===== src/rtl/iir_cfg_ctrl_pkg.sv =====
// Shared types for the IIR configuration controller: Q4.4 width, coefficient
// addresses and the commit sequencer states.
package iir_cfg_ctrl_pkg;

  localparam int Q_W = 8;

  typedef logic [Q_W-1:0] q44_t;

  typedef enum logic [1:0] {
    COEF_A = 2'd0,
    COEF_B = 2'd1,
    COEF_C = 2'd2,
    COEF_D = 2'd3
  } coef_addr_e;

  typedef enum logic [1:0] {
    ST_RUN   = 2'd0,
    ST_DRAIN = 2'd1,
    ST_FLUSH = 2'd2
  } state_e;

  function automatic int max2(input int a, input int b);
    return (a > b) ? a : b;
  endfunction

endpackage


===== src/rtl/iir_valid_pipe.sv =====
// Valid-tag shift register that tracks accepted samples through the core.
// vld_o is vld_i delayed DEPTH+1 cycles; clr_i empties the pipe on the next edge.
module iir_valid_pipe #(
  parameter int DEPTH = 1
) (
  input  logic clk,
  input  logic rst,
  input  logic clr_i,
  input  logic vld_i,
  output logic vld_o
);

  logic [DEPTH:0] pipe_q, pipe_d;

  always_comb begin
    pipe_d = clr_i ? '0 : {pipe_q[DEPTH-1:0], vld_i};
  end

  always_ff @(posedge clk or negedge rst) begin
    if (!rst) pipe_q <= '0;
    else      pipe_q <= pipe_d;
  end

  assign vld_o = pipe_q[DEPTH];

endmodule


===== src/rtl/iir_cfg_ctrl.sv =====
// Paces samples into an always-running IIR core and sequences coefficient commits:
// drain in-flight samples, load active bank from shadow, then hold the core in reset.
module iir_cfg_ctrl
  import iir_cfg_ctrl_pkg::*;
#(
  parameter int          LATENCY   = 1,
  parameter int          FLUSH_CYC = 2,
  parameter logic [7:0]  A_INIT    = 8'h08,
  parameter logic [7:0]  B_INIT    = 8'hE8,
  parameter logic [7:0]  C_INIT    = 8'h20,
  parameter logic [7:0]  D_INIT    = 8'hF0
) (
  input  logic       clk,
  input  logic       rst,
  input  logic       cfg_we,
  input  logic [1:0] cfg_addr,
  input  logic [7:0] cfg_wdata,
  input  logic       cfg_commit,
  output logic       cfg_busy,
  input  logic       in_valid,
  input  logic [7:0] in_data,
  output logic       in_ready,
  output logic       out_valid,
  output logic [7:0] out_data,
  output logic       iir_rst_n,
  output logic [7:0] iir_a,
  output logic [7:0] iir_b,
  output logic [7:0] iir_c,
  output logic [7:0] iir_d,
  output logic [7:0] iir_x,
  input  logic [7:0] iir_y
);

  localparam int CNT_MAX = max2(LATENCY + 1, FLUSH_CYC);
  localparam int CNT_W   = $clog2(CNT_MAX + 1);
  localparam logic [CNT_W-1:0] CNT_ONE  = CNT_W'(1);
  localparam logic [CNT_W-1:0] DRAIN_LD = CNT_W'(LATENCY + 1);
  localparam logic [CNT_W-1:0] FLUSH_LD = CNT_W'(FLUSH_CYC);

  state_e           state_q, state_d;
  logic [CNT_W-1:0] cnt_q, cnt_d;
  logic             pending_q, pending_d;
  logic             flush_q, flush_d;
  logic             load_act;
  logic             vpipe_clr;
  logic             accept;
  q44_t             x_q, x_d;
  q44_t             shadow_q [4];
  q44_t             shadow_d [4];
  q44_t             active_q [4];
  q44_t             active_d [4];
  coef_addr_e       waddr;

  assign waddr  = coef_addr_e'(cfg_addr);
  assign accept = in_valid & in_ready;
  assign x_d    = accept ? in_data : '0;

  // Shadow writes land immediately; active only moves on entry to FLUSH.
  always_comb begin
    shadow_d = shadow_q;
    if (cfg_we) shadow_d[waddr] = cfg_wdata;
    active_d = load_act ? shadow_q : active_q;
  end

  always_comb begin
    state_d   = state_q;
    cnt_d     = cnt_q;
    pending_d = pending_q;
    load_act  = 1'b0;
    case (state_q)
      ST_RUN: begin
        if (cfg_commit || pending_q) begin
          state_d   = ST_DRAIN;
          cnt_d     = DRAIN_LD;
          pending_d = 1'b0;
        end
      end
      ST_DRAIN: begin
        if (cfg_commit) pending_d = 1'b1;
        if (cnt_q == CNT_ONE) begin
          state_d  = ST_FLUSH;
          cnt_d    = FLUSH_LD;
          load_act = 1'b1;
        end else begin
          cnt_d = cnt_q - CNT_ONE;
        end
      end
      ST_FLUSH: begin
        if (cfg_commit) pending_d = 1'b1;
        if (cnt_q == CNT_ONE) begin
          pending_d = 1'b0;
          if (pending_q || cfg_commit) begin
            state_d = ST_DRAIN;
            cnt_d   = DRAIN_LD;
          end else begin
            state_d = ST_RUN;
            cnt_d   = '0;
          end
        end else begin
          cnt_d = cnt_q - CNT_ONE;
        end
      end
      default: begin
        state_d = ST_RUN;
        cnt_d   = '0;
      end
    endcase
  end

  always_comb begin
    in_ready  = (state_q == ST_RUN) & ~pending_q;
    cfg_busy  = (state_q != ST_RUN) | pending_q;
    vpipe_clr = (state_q == ST_DRAIN) & (state_d == ST_FLUSH);
    flush_d   = (state_d == ST_FLUSH);
  end

  always_ff @(posedge clk or negedge rst) begin
    if (!rst) begin
      state_q     <= ST_RUN;
      cnt_q       <= '0;
      pending_q   <= 1'b0;
      flush_q     <= 1'b0;
      x_q         <= '0;
      shadow_q[0] <= A_INIT;
      shadow_q[1] <= B_INIT;
      shadow_q[2] <= C_INIT;
      shadow_q[3] <= D_INIT;
      active_q[0] <= A_INIT;
      active_q[1] <= B_INIT;
      active_q[2] <= C_INIT;
      active_q[3] <= D_INIT;
    end else begin
      state_q   <= state_d;
      cnt_q     <= cnt_d;
      pending_q <= pending_d;
      flush_q   <= flush_d;
      x_q       <= x_d;
      shadow_q  <= shadow_d;
      active_q  <= active_d;
    end
  end

  iir_valid_pipe #(.DEPTH(LATENCY)) u_vpipe (
    .clk   (clk),
    .rst   (rst),
    .clr_i (vpipe_clr),
    .vld_i (accept),
    .vld_o (out_valid)
  );

  assign out_data  = iir_y;
  assign iir_rst_n = rst & ~flush_q;
  assign iir_x     = x_q;
  assign iir_a     = active_q[COEF_A];
  assign iir_b     = active_q[COEF_B];
  assign iir_c     = active_q[COEF_C];
  assign iir_d     = active_q[COEF_D];

endmodule


===== config.mk =====
export PLATFORM = sky130hd
export DESIGN_NAME = iir_cfg_ctrl
export DESIGN_NICKNAME = d
export VERILOG_FILES = /design/src/rtl/iir_cfg_ctrl_pkg.sv /design/src/rtl/iir_valid_pipe.sv /design/src/rtl/iir_cfg_ctrl.sv
export SDC_FILE = /design/constraint.sdc
export NUM_CORES = 1
export LEC_CHECK = 0
export BUFFER_PORTS_ARGS = -buffer_cell sky130_fd_sc_hd__buf_4
export CORE_UTILIZATION = 50
export DETAILED_ROUTE_END_ITERATION = 6
export GPL_ROUTABILITY_DRIVEN = 0
export MAX_ROUTING_LAYER = met4
export PLACE_DENSITY_LB_ADDON = 0.12
export SYNTH_ARGS = -nofsm -noshare
export SYNTH_HDL_FRONTEND = slang
export SYNTH_HIERARCHICAL = 1
export SYNTH_SLANG_ARGS = --single-unit

===== constraint.sdc =====
create_clock -name clk -period 2 [get_ports clk]
set_input_delay 0.5 -clock clk [delete_from_list [all_inputs] [get_ports clk]]
set_output_delay 0.5 -clock clk [all_outputs]
set_load 0.005 [all_outputs]

After elaboration in Yosys (flattened, before gate mapping)
Index checks and enable logic that the tools add are counted.

word-level totals
  logic and storage cells = 57
  input bits = 31
  register bits = 80
  output and inout port bits = 52

cells by class
  multiplexer cells = 21
  bitwise operators = 8
  magnitude comparators = 2
  equality and inequality tests = 5
  reductions and logical operators = 6
  add/subtract/negate cells = 1

operators with widths
  operator               number
  $bwmux W32             1
  $demux W8 S2           1
  $mux W2                8
  $mux W8                2
  $pmux W2 S3            2
  $mux W1                6
  $and A1 B1 Y1          4
  $eq A2 B1 Y1 const B   2
  $eq A2 B2 Y1 const B   2
  $ge A3 B3 Y1 const B   1
  $lt A3 B1 Y1 const B   1
  $not A2 Y3             1
  $pmux W1 S3            1
  $reduce_bool A3 Y1     1
  $logic_not A2 Y1       1
  $ne A2 B2 Y1 const B   1
  $not A1 Y1             2
  $reduce_and A2 Y1      1
  $reduce_bool A2 Y1     1
  $sub A2 B1 Y2 const B  1
  $logic_and A1 B1 Y1    1
  $logic_or A1 B1 Y1     1
  $or A1 B1 Y1           1

Depth between registers and ports, before layout
  depth after elaboration = 7
  depth in mapped cells = 6
  gate-level depth less buffers = 6

Modules after synthesis
Netlist, hierarchy kept.

modules (own cells, without submodules)
  module          times used  sequential area each (µm²)  cells an instance  area each (µm²)
  iir_cfg_ctrl    1           1976.9                      208                3181.8
  iir_valid_pipe  1           50.0                        4                  62.6

Worst setup path before layout
OpenSTA, ideal clock, no wires.

  kind = register to output
  start point = register state_q[0]
  end point = output cfg_busy
  stages on the path, launching flop included = 6
  data required time = 1.500 ns
  arrival time = 1.138 ns
  path slack = 0.362 ns
  buffers on the path = 1
  cells stage by stage = dfrtp_1 inv_1 ha_1 nor2b_1 clkbuf_1 inv_1

between the ends
  word-level cells in the longest chain between the ends = 2

ends and longest elaborated chain
  element                 line                 text
  start, declared         iir_cfg_ctrl.sv:40   state_e state_q, state_d;
  start signal, assigned  iir_cfg_ctrl.sv:133  state_q <= state_d;
  $reduce_bool A2 Y1      iir_cfg_ctrl.sv:112  cfg_busy = (state_q != ST_RUN) | pending_q;
  $or A1 B1 Y1            iir_cfg_ctrl.sv:112
  end, declared           iir_cfg_ctrl.sv:19   output logic cfg_busy,

No other way between the ends.

Final worst setup path
  start point = register state_q[1]
  end point = output cfg_busy

Same word-level chain as after synthesis.

==> metrics.txt <==
worst hold slack 0.396 ns; ant diodes 0; Crit path required time roughly 1.5 ns; Critical path origin state_q[1]; initial antenna violation count 0; RSZ-0062 raised after global routing false; Area contributors post-synth dfrtp_1 (46%), mux2_2 (22%), dfstp_2 (16%); vias in the first global route about 1900; reg2reg setup slack between 0.15 and 0.2 ns; Setup Buffers After CTS 0; Die Y-Extent just over 80 um; Final HPWL DP between 3000 and 4000 um; CTS buffer count 9; first-pass GRT wire length 9120 um; share of layout cells above drive strength 1 0.627; setup ws final approximately 0.12 ns; Final Setup Violations 0; worst reg2reg startpoint cnt_q[1]; Die W between 80 and 90 um; area leader, netlist dfrtp_1; final core utilization 0.660; die area about 0.007 mm2; drt pass-1 iters 4; max cap viols 0; share of the synthesized area in the top cell type 0.463; placed inst area 0.00380 mm2; clock-pin slew on the worst setup and hold paths around 0.080 ns; post-synthesis cell type count 30; startpoint class of the critical path register; clk root buf clkbuf_8; Crit Path Max Fanout 5; crit path DAT between 1 and 1.5 ns; Crit. End Element primary output; fmax around 530 MHz; DP Worst Slack 0.207 ns; WL final 5820 um; crit path kind reg -> out; Post-Syn Nets 250; H-tree levels 3; total track usage 0.193; Starting Density 0.532; Cell Area, Synth ~0.0032 mm2; Seq/Total Area, Yosys 0.625; Final period util 0.938; Overflow after GRT 0; Clock Latency Late Sink 0.34 ns; Layout area overhead 23.9%; Leakage roughly 0.0019 uW; pin count of the biggest net entering global routing between 80 and 90; Avg WL per Cell between 15 and 20 um; reg2reg path depth 6; # clock sinks 80; final hold vios 0; Placement Rows 28; post-cts hold buffer count 0; Via Count approximately 1900; Max Slew Vio Count 0; status finished clean; r2r endpoint u_vpipe/pipe_q[1]; Antenna Nets Post-Route 0; # port buffers 66; setup TNS 0 ns; cells after synthesis 212; Net count, final 320; syn_area_per_cell between 15 and 20 um2; Synthesis Warnings 6; drt initial violations 60; boundary pin count between 80 and 90; Core Area about 0.0061 mm2; final instance area roughly 0.0040 mm2; Period minus WS final 1.88 ns; Worst slew margin 0.347; final worst clock skew roughly 0.0067 ns; Hold Path Class in -> async; Slew @ Worst Pin a little under 1 ns; CTS tree yes; power density cells 1410 mW/mm2; peak supply drop roughly 0.75 mV; DR DRC count 0; Clock Path Buffers 2; Via density approximately 5.2; number of synthesized register bits 80
repair_timing:
item | in CTS | in global routing
setup endpoints to repair | 2 | 2
gates resized for setup | 3 | 3
pin swaps | 0 | 0
hold endpoints to repair | 0 | 0
worst max-delay path, cell delays in order (launching register included):
cell and delay [ns]:
dfrtp_1 0.42, inv_1 0.12, ha_4 0.17, nor2b_4 0.16, inv_1 0.05, buf_4 0.12
cells in the mapped netlist:
cell type  number
a221oi_1        1
nor3b_2         1
clkbuf_1        1
and3_1          8
inv_1           7
o21ai_0         2
a21oi_1         2
nand2_1         3
or4_1           1
o211a_2         1
nand3b_1        2
nand3_1         2
nor2_1          1
nor4b_2         1
buf_2           3
nor4_2          1
buf_4           8
nor2b_1         6
a21o_1          1
o31a_1          1
o21a_1          3
and2_1          1
nor3b_4         1
o311a_1         1
dfstp_2        20
mux2_2         64
ha_1            7
o31ai_1         1
dfrtp_1        60
or3b_1          1
per-stage QoR:
step,total power (uW),instances
final,5680,362
after global routing,6110,362
after CTS,5730,362
after detailed placement,4520,346
after global placement,4460,346
after floorplan,3570,212
metal layers:
metal | part of all wire | vias up | track usage
met5 | 0 | - | -
met4 | 0.0093 | 0 | 0.0638
met3 | 0.067 | 6 | 0.0670
met1 | 0.44 | 935 | 0.234
li1 | - | 880 | -
met2 | 0.48 | 63 | 0.302
state kept, by name (all words and copies together) (netlist names):
signal	flops
iir_c	8
iir_x	8
iir_a	8
iir_b	8
cnt_q	2
shadow_q	32
flush_q	1
u_vpipe/pipe_q	2
iir_d	8
state_q	2
pending_q	1
kinds of logic (layout without fill, tap and decap cells):
group                      after synthesis  count (layout)  synth area share
adders and majority gates                7               7            0.0270
and+or+nand+nor                         29              29            0.0644
DFF                                     80              80             0.625
AOI/OAI and AO/OA                       13              13            0.0293
buffers and inverters                   19              94            0.0324
muxes                                   64              64             0.222
layout by cell type (no fill, tap or decap), drive strengths merged, types with 2 or more instances in the layout:
cell type / netlist / routed
buf: 11 / 71
mux2: 64 / 64
dfrtp: 60 / 60
dfstp: 20 / 20
clkbuf: 1 / 9
and3: 8 / 8
inv: 7 / 8
ha: 7 / 7
nor2b: 6 / 6
clkinv: 0 / 5
o21a: 3 / 3
nand2: 3 / 3
nand3: 2 / 2
o21ai: 2 / 2
nand3b: 2 / 2
a21oi: 2 / 2
nor3b: 2 / 2
report_power, final:
| part | switching, uW | total [uW] | internal, uW |
|---|---|---|---|
| clock network | 584 | 1160 | 579 |
| logic | 746 | 1950 | 1200 |
| registers | 297 | 2570 | 2270 |
| total | 1630 | 5680 | 4050 |
layout make-up:
type	count	area (um2)
Fill cell	457	2070
Timing Repair Buffer	71	546
Clock inverter	7	71.3
Inverter	7	26.3
Tap cell	75	93.8
Multi-Input combinational cell	113	1130
Sequential cell	80	2030
Clock buffer	9	124
how the worst max path moves through the flow:
stage                        endpoint  slack, ns  cells past startpoint
floorplan                    cfg_busy       0.36                      5
global placement    u_vpipe/pipe_q[1]       0.31                      6
detailed placement  u_vpipe/pipe_q[0]       0.21                      6
CTS                          cfg_busy       0.03                      5
global route                 cfg_busy       0.03                      5
finish                       cfg_busy       0.12                      5
Note: power is estimated with default switching activity, not from simulation.
